File: config.mk
export PLATFORM = sky130hd
export DESIGN_NAME = ibex_cpi_stack_sampler
export DESIGN_NICKNAME = d
export VERILOG_FILES = /design/src/rtl/ibex_cpi_pkg.sv /design/src/rtl/ibex_cpi_sample_fifo.sv /design/src/rtl/ibex_cpi_stack_sampler.sv
export SDC_FILE = /design/constraint.sdc
export NUM_CORES = 1
export LEC_CHECK = 0
export CAP_MARGIN = 10
export CORE_ASPECT_RATIO = 1.4
export CORE_UTILIZATION = 45
export DETAILED_ROUTE_END_ITERATION = 10
export PLACE_DENSITY = 0.63
export REMOVE_ABC_BUFFERS = 1
export SLEW_MARGIN = 20
export SYNTH_ARGS = -nofsm -noshare
export SYNTH_HDL_FRONTEND = slang
export SYNTH_HIERARCHICAL = 1
export SYNTH_SLANG_ARGS = --single-unit
File: constraint.sdc
create_clock -name clk_i -period 4.6 [get_ports clk_i]
set_input_delay 0.46 -clock clk_i [delete_from_list [all_inputs] [get_ports clk_i]]
set_output_delay 0.46 -clock clk_i [all_outputs]
set_load 0.01 [all_outputs]
File: src/rtl/ibex_cpi_pkg.sv
// Shared types and constants for the CPI-stack sampler.
// Each sample record is seven count fields: the window length in cycles
// sits in the MSBs, followed by the six categories in enum order.
package ibex_cpi_pkg;

    localparam int CPI_N_CAT    = 6;
    localparam int CPI_CNT_W    = 16;
    localparam int CPI_N_FIELDS = CPI_N_CAT + 1;

    typedef enum logic [2:0] {
        BASE   = 3'd0,
        ICACHE = 3'd1,
        BPRED  = 3'd2,
        DCACHE = 3'd3,
        EX     = 3'd4,
        DEP    = 3'd5
    } cpi_cat_e;

    typedef struct packed {
        logic [CPI_CNT_W-1:0] win_cycles;
        logic [CPI_CNT_W-1:0] base;
        logic [CPI_CNT_W-1:0] icache;
        logic [CPI_CNT_W-1:0] bpred;
        logic [CPI_CNT_W-1:0] dcache;
        logic [CPI_CNT_W-1:0] ex;
        logic [CPI_CNT_W-1:0] dep;
    } cpi_sample_t;

endpackage

File: src/rtl/ibex_cpi_sample_fifo.sv
// Small synchronous FIFO holding completed CPI samples until the sink takes them.
// The head entry comes straight out of registered storage, so it cannot change
// while it is being offered. A push into a full FIFO is still accepted when the
// head is popped on the same edge.
module ibex_cpi_sample_fifo #(
    parameter int  DEPTH = 4,
    parameter type T     = logic [7:0]
) (
    input  logic                   clk_i,
    input  logic                   rst_ni,
    input  logic                   clear_i,
    input  logic                   push_i,
    input  T                       push_data_i,
    output logic                   valid_o,
    input  logic                   ready_i,
    output T                       data_o,
    output logic [$clog2(DEPTH):0] level_o,
    output logic                   full_o
);

    localparam int PTR_W = $clog2(DEPTH);

    T                 mem [DEPTH];
    logic [PTR_W-1:0] wr_ptr;
    logic [PTR_W-1:0] rd_ptr;
    logic [PTR_W:0]   level;
    logic             pop;
    logic             push_ok;

    // Handshake decode: pop on an accepted head, push if there is room or a slot frees up now
    always_comb begin
        full_o  = (level == (PTR_W + 1)'(DEPTH));
        valid_o = (level != '0);
        pop     = valid_o && ready_i;
        push_ok = push_i && (!full_o || pop);
        data_o  = mem[rd_ptr];
        level_o = level;
    end

    // Pointer and occupancy bookkeeping; clear empties the FIFO ahead of any push or pop
    always_ff @(posedge clk_i or negedge rst_ni) begin
        if (!rst_ni) begin
            wr_ptr <= '0;
            rd_ptr <= '0;
            level  <= '0;
        end else if (clear_i) begin
            wr_ptr <= '0;
            rd_ptr <= '0;
            level  <= '0;
        end else begin
            if (push_ok) begin
                wr_ptr <= wr_ptr + PTR_W'(1);
            end
            if (pop) begin
                rd_ptr <= rd_ptr + PTR_W'(1);
            end
            case ({push_ok, pop})
                2'b10:   level <= level + (PTR_W + 1)'(1);
                2'b01:   level <= level - (PTR_W + 1)'(1);
                default: level <= level;
            endcase
        end
    end

    // Sample storage needs no reset; entries are only read once written
    always_ff @(posedge clk_i) begin
        if (!clear_i && push_ok) begin
            mem[wr_ptr] <= push_data_i;
        end
    end

endmodule

File: src/rtl/ibex_cpi_stack_sampler.sv
// Accumulates per-lane CPI-stack category strobes over fixed windows of
// non-inhibited cycles and snapshots the totals into a sample FIFO at each
// window close. Counts saturate; lost samples and one-hot violations are
// reported on sticky/saturating status outputs.
module ibex_cpi_stack_sampler
    import ibex_cpi_pkg::*;
#(
    parameter int N_LANES       = 1,
    parameter int CNT_W         = CPI_CNT_W,
    parameter int SAMPLE_PERIOD = 1024,
    parameter int FIFO_DEPTH    = 4
) (
    input  logic                              clk_i,
    input  logic                              rst_ni,
    input  logic                              inhibit_i,
    input  logic                              clear_i,
    input  logic [N_LANES-1:0]                base_i,
    input  logic [N_LANES-1:0]                icache_i,
    input  logic [N_LANES-1:0]                bpred_i,
    input  logic [N_LANES-1:0]                dcache_i,
    input  logic [N_LANES-1:0]                ex_i,
    input  logic [N_LANES-1:0]                dep_i,
    output logic                              sample_valid_o,
    input  logic                              sample_ready_i,
    output logic [CPI_N_FIELDS*CNT_W-1:0]     sample_o,
    output logic [$clog2(FIFO_DEPTH):0]       fifo_level_o,
    output logic [CNT_W-1:0]                  drop_cnt_o,
    output logic                              onehot_err_o
);

    localparam int SAMPLE_W = CPI_N_FIELDS * CNT_W;

    typedef logic [SAMPLE_W-1:0] sample_vec_t;

    logic [N_LANES-1:0] cat_strobe [CPI_N_CAT];
    logic [CNT_W-1:0]   acc_q      [CPI_N_CAT];
    logic [CNT_W-1:0]   acc_next   [CPI_N_CAT];
    logic [CNT_W-1:0]   pop_cnt;
    logic [CNT_W:0]     acc_sum;
    logic [CNT_W-1:0]   win_q;
    logic [CNT_W-1:0]   win_next;
    logic [CNT_W-1:0]   timer_q;
    logic [CNT_W-1:0]   drop_q;
    logic [2:0]         lane_cnt;
    logic               onehot_viol;
    logic               err_q;
    logic               close;
    logic               fifo_full;
    logic               head_pop;
    sample_vec_t        snapshot;

    // Gather the category strobes into an array indexed by category
    always_comb begin
        cat_strobe[BASE]   = base_i;
        cat_strobe[ICACHE] = icache_i;
        cat_strobe[BPRED]  = bpred_i;
        cat_strobe[DCACHE] = dcache_i;
        cat_strobe[EX]     = ex_i;
        cat_strobe[DEP]    = dep_i;
    end

    // Next accumulator values: add the lane popcount unless inhibited, saturating at all-ones
    always_comb begin
        pop_cnt = '0;
        acc_sum = '0;
        for (int c = 0; c < CPI_N_CAT; c++) begin
            pop_cnt = '0;
            if (!inhibit_i) begin
                for (int l = 0; l < N_LANES; l++) begin
                    pop_cnt = pop_cnt + CNT_W'(cat_strobe[c][l]);
                end
            end
            acc_sum     = {1'b0, acc_q[c]} + {1'b0, pop_cnt};
            acc_next[c] = acc_sum[CNT_W] ? '1 : acc_sum[CNT_W-1:0];
        end
        win_next = (&win_q) ? win_q : win_q + CNT_W'(1);
    end

    // Flag any lane that raises more than one category in a non-inhibited cycle
    always_comb begin
        lane_cnt    = '0;
        onehot_viol = 1'b0;
        for (int l = 0; l < N_LANES; l++) begin
            lane_cnt = '0;
            for (int c = 0; c < CPI_N_CAT; c++) begin
                lane_cnt = lane_cnt + 3'(cat_strobe[c][l]);
            end
            if (lane_cnt > 3'd1) begin
                onehot_viol = 1'b1;
            end
        end
        if (inhibit_i) begin
            onehot_viol = 1'b0;
        end
    end

    // Window close detection and snapshot of the post-increment counts
    always_comb begin
        close    = !clear_i && !inhibit_i && (timer_q == CNT_W'(SAMPLE_PERIOD - 1));
        head_pop = sample_valid_o && sample_ready_i;
        snapshot = {win_next, acc_next[BASE], acc_next[ICACHE], acc_next[BPRED],
                    acc_next[DCACHE], acc_next[EX], acc_next[DEP]};
    end

    // Accumulators restart at every window close or clear
    always_ff @(posedge clk_i or negedge rst_ni) begin
        if (!rst_ni) begin
            for (int c = 0; c < CPI_N_CAT; c++) begin
                acc_q[c] <= '0;
            end
            win_q <= '0;
        end else if (clear_i || close) begin
            for (int c = 0; c < CPI_N_CAT; c++) begin
                acc_q[c] <= '0;
            end
            win_q <= '0;
        end else begin
            for (int c = 0; c < CPI_N_CAT; c++) begin
                acc_q[c] <= acc_next[c];
            end
            win_q <= win_next;
        end
    end

    // Window timer advances only on non-inhibited cycles
    always_ff @(posedge clk_i or negedge rst_ni) begin
        if (!rst_ni) begin
            timer_q <= '0;
        end else if (clear_i || close) begin
            timer_q <= '0;
        end else if (!inhibit_i) begin
            timer_q <= timer_q + CNT_W'(1);
        end
    end

    // Drop counter and one-hot error are sticky across clear; only reset zeroes them
    always_ff @(posedge clk_i or negedge rst_ni) begin
        if (!rst_ni) begin
            drop_q <= '0;
            err_q  <= 1'b0;
        end else begin
            if (close && fifo_full && !head_pop && !(&drop_q)) begin
                drop_q <= drop_q + CNT_W'(1);
            end
            if (onehot_viol) begin
                err_q <= 1'b1;
            end
        end
    end

    ibex_cpi_sample_fifo #(
        .DEPTH (FIFO_DEPTH),
        .T     (sample_vec_t)
    ) u_fifo (
        .clk_i       (clk_i),
        .rst_ni      (rst_ni),
        .clear_i     (clear_i),
        .push_i      (close),
        .push_data_i (snapshot),
        .valid_o     (sample_valid_o),
        .ready_i     (sample_ready_i),
        .data_o      (sample_o),
        .level_o     (fifo_level_o),
        .full_o      (fifo_full)
    );

    assign drop_cnt_o   = drop_q;
    assign onehot_err_o = err_q;

endmodule
==> metrics, run 1 <==
critical path endpoint category output port; Post-Route WL 49400 um; ANT nets after route 0; Yosys reg bits 600; top cell type's share of synthesized area 0.545; num rows 101; setup violators final 0; count leader, synth edfxtp_1; fin area 28900 um2; Reg2Reg Setup Slack 1.39 ns; most common library cells after synthesis edfxtp_1 (448), dfrtp_1 (152), mux4_2 (112), nand2_1 (112), nor2b_1 (65); internal power 8.79 mW; Area growth syn-to-layout 17.2%; vias in the first global route 13600; final non-filler cell total 2421; Residual DRC 0; HP Class input pin to asynchronous set/reset pin; clk slew on worst S/H paths 0.07 ns; # port buffers 143; fin util 0.534; final setup TNS 0 ns; DR iter-0 viols 713; logic gate share of total power 0.025; antenna violations before repair 0; DIE WIDTH 200 um; HPWL Detailed 30700 um; Slowest cell on crit path dfrtp_4; VDD IR-drop max 258 uV; asr flop ratio synth 0.253; GP Congestion 0.782; worst r2r src timer_q[6]$_DFFE_PN0P_; Fin. Hold Viols 0; htree depth 2; Post-synth EDFFs 448; Die Ht 279 um; Die ar. 55800 um2; Crit path largest cell delay 0.85 ns; post-layout minimum cycle time 3.49 ns; FMAX 286 MHz; Distinct cells, synth 63; post-synth top area cell edfxtp_1; total core area 54200 um2; Seq/Total Area, Yosys 0.699; Setup CP Type flip-flop to output port; GRT overflow 0; total power 10.9 mW; Max Fanout on Critical Path 28; Avg WL per Cell 20.4 um; synthesized cell area 24700 um2; largest net degree at the start of global routing 152; PwrDens 378 nW/um2; first-pass GRT wire length 77600 um; Synth area leaders edfxtp_1 (54%), dfrtp_1 (15%), mux4_2 (10%); layout cells sized above 1 0.166; GRT Total Usage 0.183; Ant. Diodes 0; clock sinks 600; Main synth FF type edfxtp_1; Boundary Pins 144; Root Driver clkbuf_16; pins over their slew limit 0; Longest Clk Path Bufs 3; Mapped Cells 1492; DP Area 27000 um2; final setup margin 1.11 ns; Clock Skews 0.0182 ns; clock share of power 0.444; sequential power share 0.531; Worst setup SP type flip-flop; cts bufs inserted 55; synthesized area per cell 16.6 um2; Switch Pwr 2.15 mW; Fill cells 4348; Via density 5.42; DP Worst Slack 0.712 ns; Yosys warning count 6; CP required 4.14 ns; drt pass-1 iters 5; CTS tree built; MaxCap Viol Count 0; crit path from u_fifo/rd_ptr[0]$_DFFE_PN0P_; worst hold slack 0.184 ns; crit path cell chain buf_4 > mux4_2 > clkdlybuf4s50_1; initial cell density of the core 0.455; DR vias 13100; nets 1688; Inst Count DP 2317; clock latency on the worst-skew pair 0.60 ns; Worst-Margin Slew 0.948 ns; unrepaired setup endpoints after global routing false; sw frac 0.197; Slew headroom 0.368; status complete, no violations; WP data arrival 3.03 ns; P_leak 9.69 nW; period utilization 0.759
-- flip-flops by register name (all words and copies together), names as in the netlist --
register        cells
acc_q              96
drop_cnt_o         16
onehot_err_o        1
timer_q            16
u_fifo/level_o      3
u_fifo/mem        448
u_fifo/rd_ptr       2
u_fifo/wr_ptr       2
win_q              16
-- worst paths after layout --
| path | endpoint | cells after the start |
|---|---|---|
| min in group clk_i | onehot_err_o$_DFFE_PN0P_ | 1 |
| max reg2reg | u_fifo/mem[2][14]$_DFFE_PP_ | 8 |
| max in group asynchronous | u_fifo/rd_ptr[1]$_DFFE_PN0P_ | 3 |
| min reg2reg | onehot_err_o$_DFFE_PN0P_ | 1 |
| max | sample_o[25] | 3 |
| min | acc_q[74]$_DFF_PN0_ | 2 |
-- cells in the final DEF, fill, tap and decap left out, drive strengths merged, types with 8 or more instances in the layout --
cell,count
a21oi,65
a31oi,21
and2,11
and3,26
and4,9
buf,28
bufinv,10
clkbuf,74
clkdlybuf4s50,142
clkinv,14
dfrtp,152
edfxtp,448
ha,19
inv,19
mux2,23
mux4,112
nand2,112
nand2b,22
nand3,63
nand4,26
nor2,58
nor2b,65
nor3,17
nor4,8
or2,9
xnor2,35
xor2,46
-- cell type report --
cell class	count	area, um2	share of cell area
Clock inverter	29	405	0.0140
Sequential cell	600	17300	0.596
Tap cell	721	902	0.0312
Inverter	17	63.8	0.00220
Timing Repair Buffer	171	1810	0.0625
Clock buffer	74	1520	0.0525
Multi-Input combinational cell	809	6990	0.241
-- critical path: cells and delay by family, from the launching register on --
family   cells  cell delay [ns]
flops        1             0.85
mux          1             0.59
buf+inv      2             0.96
-- power groups by stage --
stage	clock, mW	combinational (mW)	sequential (mW)
2_1_floorplan	0	0.135	5.95
3_3_place_gp	0	0.274	5.93
3_5_place_dp	0	0.277	5.93
4_1_cts	4.97	0.279	5.81
5_1_grt	5.18	0.302	5.81
6_report	4.86	0.270	5.81
-- timing repair --
item	4_1_cts	5_1_grt
hold buffers	1	0
setup buffers	0	0
resized for setup	0	0
endpoints found under the hold margin	1	0
-- cells by family (layout without fill, tap and decap cells) --
group,count (synthesis),in the layout,share of synthesized area
multiplexers,137,137,0.113
flip-flops,600,600,0.699
XOR/XNOR,81,81,0.0287
buffers and inverters,83,291,0.0188
adder cells (fa/ha/maj),23,23,0.0129
AO/OA/AOI/OAI,127,127,0.0342
AND/OR/NAND/NOR,441,441,0.0931
-- metal layers --
layer / vias up / GRT usage / part of all wire
met3: 74 / 0.0324 / 0.039
met4: 0 / 0.0548 / 0.024
met1: 6762 / 0.229 / 0.41
li1: 6047 / - / -
met2: 247 / 0.322 / 0.53
met5: - / 0 / 0
Note: power is estimated with default switching activity, not from simulation.
==> run 2, diff against run 1 <==
- PLACE_DENSITY: 0.63 -> 0.61
- clock period: 4.6 -> 3.35 ns (I/O delays scaled with it)
==> run 2 against run 1 <==
Register-to-register slack lost 0.91 ns. Clock skew grew 0.0066 ns. Setup slack lost 0.87 ns. Clock-buffer cell count shrank 2. Flip-flop and latch count is the same. Critical endpoint is now sample_o[16].
==> metrics, run 2 (synthesis gave the netlist of run 1 again) <==
Post-CTS Resized 0 (unchanged); final setup TNS 0 ns (unchanged); Boundary Pins 144 (unchanged); num rows 101 (unchanged); max FFs per register 448 (unchanged); PwrDens 505 nW/um2 (was 378 nW/um2); fin util 0.538 (was 0.534); Slew headroom 0.406 (was 0.368); GRT Total Usage 0.184 (was 0.183); Worst-Margin Slew 0.891 ns (was 0.948 ns); Top Family by Delay on Critical Path buffers and inverters (unchanged); Die Ht 279 um (unchanged); cts bufs inserted 56 (was 55); DIE WIDTH 200 um (unchanged); Residual DRC 0 (unchanged); pins over their slew limit 0 (unchanged); largest net degree at the start of global routing 86 (was 152); htree depth 2 (unchanged); Fin. Hold Viols 0 (unchanged); DR vias 13200 (was 13100); # port buffers 143 (unchanged); commonest cells after routing, fill and taps aside edfxtp_1 (448), dfrtp_1 (150), clkdlybuf4s50_1 (142) (unchanged); Post-Route WL 49200 um (was 49400 um); vias in the first global route 14000 (was 13600); Clock Skews 0.0248 ns (was 0.0182 ns); crit path cell chain buf_12 > buf_4 > mux4_2 > clkdlybuf4s50_1 (was buf_4 > mux4_2 > clkdlybuf4s50_1); WP data arrival 2.78 ns (was 3.03 ns); Crit path buffers/inverters 3 (was 2); FMAX 321 MHz; nets 1712 (was 1688); total core area 54200 um2 (unchanged); largest registers u_fifo/mem: 448 flops, acc_q: 96 flops (unchanged); Biggest register u_fifo/mem (unchanged); Most Used Layer, Global Route met2 (unchanged); Root Driver clkbuf_16 (unchanged); HP Class input pin to asynchronous set/reset pin (unchanged); commonest non-fill, non-tap cell in the layout edfxtp_1 (unchanged); met1 Usage GRT 0.224 (was 0.229); initial cell density of the core 0.455 (unchanged); DR iter-0 viols 563 (was 713); postcts setup bufs 0 (unchanged); antenna violations before repair 0 (unchanged); M2 GR Usage 0.329 (was 0.322); period utilization 0.929; routing usage on met3 0.0354 (was 0.0324); Die ar. 55800 um2 (unchanged); GP Congestion 0.816 (was 0.782); HPWL Detailed 31000 um (was 30700 um); CTS tree built (unchanged); MaxCap Viol Count 0 (unchanged); GRT overflow 0 (unchanged); Fill cells 4337 (was 4348); status complete, no violations (unchanged); Slowest cell on crit path dfrtp_4 (unchanged); clock sinks 600 (unchanged); clk slew on worst S/H paths 0.06 ns (was 0.07 ns); first-pass GRT wire length 78200 um (was 77600 um); final non-filler cell total 2447 (was 2421); unrepaired setup endpoints after global routing false (unchanged); critical path endpoint category output port (unchanged); clock latency on the worst-skew pair 0.62 ns (was 0.60 ns); Avg WL per Cell 20.1 um (was 20.4 um); sequential cell area 17300 um2 (unchanged); post-layout minimum cycle time 3.11 ns; VDD IR-drop max 341 uV (was 258 uV); area of the multi-input gates 6990 um2 (unchanged); Ant. Diodes 0 (unchanged); ANT nets after route 0 (unchanged); Via density 5.38 (was 5.42); Setup CP Type flip-flop to output port (unchanged); drt pass-1 iters 5 (unchanged); Inst Count DP 2340 (was 2317); CP required 3.01 ns (was 4.14 ns); setup violators final 0 (unchanged); Crit path largest cell delay 0.59 ns (was 0.85 ns); P_leak 9.80 nW (was 9.69 nW); layout cells sized above 1 0.181 (was 0.166); Max Fanout on Critical Path 16 (was 28); Reg2Reg Setup Slack 0.48 ns (was 1.39 ns); Worst setup SP type flip-flop (unchanged); Area growth syn-to-layout 18.0% (was 17.2%); cts hold-fix bufs 1 (unchanged); Longest Clk Path Bufs 3 (unchanged)
-- run 2: final timing paths --
path,from,endpoint,depth (start not counted)
worst max-delay path,u_fifo/rd_ptr[0]$_DFFE_PN0P_,sample_o[16],4
worst min-delay path,rst_ni,acc_q[74]$_DFF_PN0_,2
max in group asynchronous,rst_ni,timer_q[12]$_DFFE_PN0P_,3
worst min register to register,onehot_err_o$_DFFE_PN0P_,onehot_err_o$_DFFE_PN0P_,1
worst max register to register,timer_q[7]$_DFFE_PN0P_,u_fifo/mem[0][85]$_DFFE_PP_,7
min in group clk_i,onehot_err_o$_DFFE_PN0P_,onehot_err_o$_DFFE_PN0P_,1
-- run 2: metal layers --
layer  up-vias  routed length (um)
met4         0                1050
met2       221               26300
li1       6091                   -
met1      6784               19700
met5         -                   0
met3        81                2170
-- run 2: metrics by stage --
| step | cell area (um2) | hold slack (ns) | setup slack, ns | total power, mW |
|---|---|---|---|---|
| CTS | 29100 | 0.390 | 0.121 | 14.9 |
| detailed placement | 27300 | 0.469 | 0.105 | 8.53 |
| finish | 29100 | 0.396 | 0.239 | 14.7 |
| floorplan | 24300 | 0.0394 | -2.27 | 8.35 |
| global placement | 27300 | 0.465 | 0.125 | 8.53 |
| global route | 29100 | 0.455 | 0.0825 | 15.2 |
-- run 2: final cells by class --
cell class / count / share of cell area
Clock buffer: 72 / 0.0530
Clock inverter: 34 / 0.0105
Inverter: 17 / 0.00219
Multi-Input combinational cell: 809 / 0.240
Sequential cell: 600 / 0.592
Tap cell: 721 / 0.0310
Timing Repair Buffer: 194 / 0.0714
-- run 2: report_power, final --
| part | switching (mW) | total, mW | internal, mW |
|---|---|---|---|
| clock | 2.77 | 6.35 | 3.58 |
| sequential | 0.0248 | 7.97 | 7.95 |
| combinational | 0.220 | 0.392 | 0.172 |
| total | 3.01 | 14.7 | 11.7 |
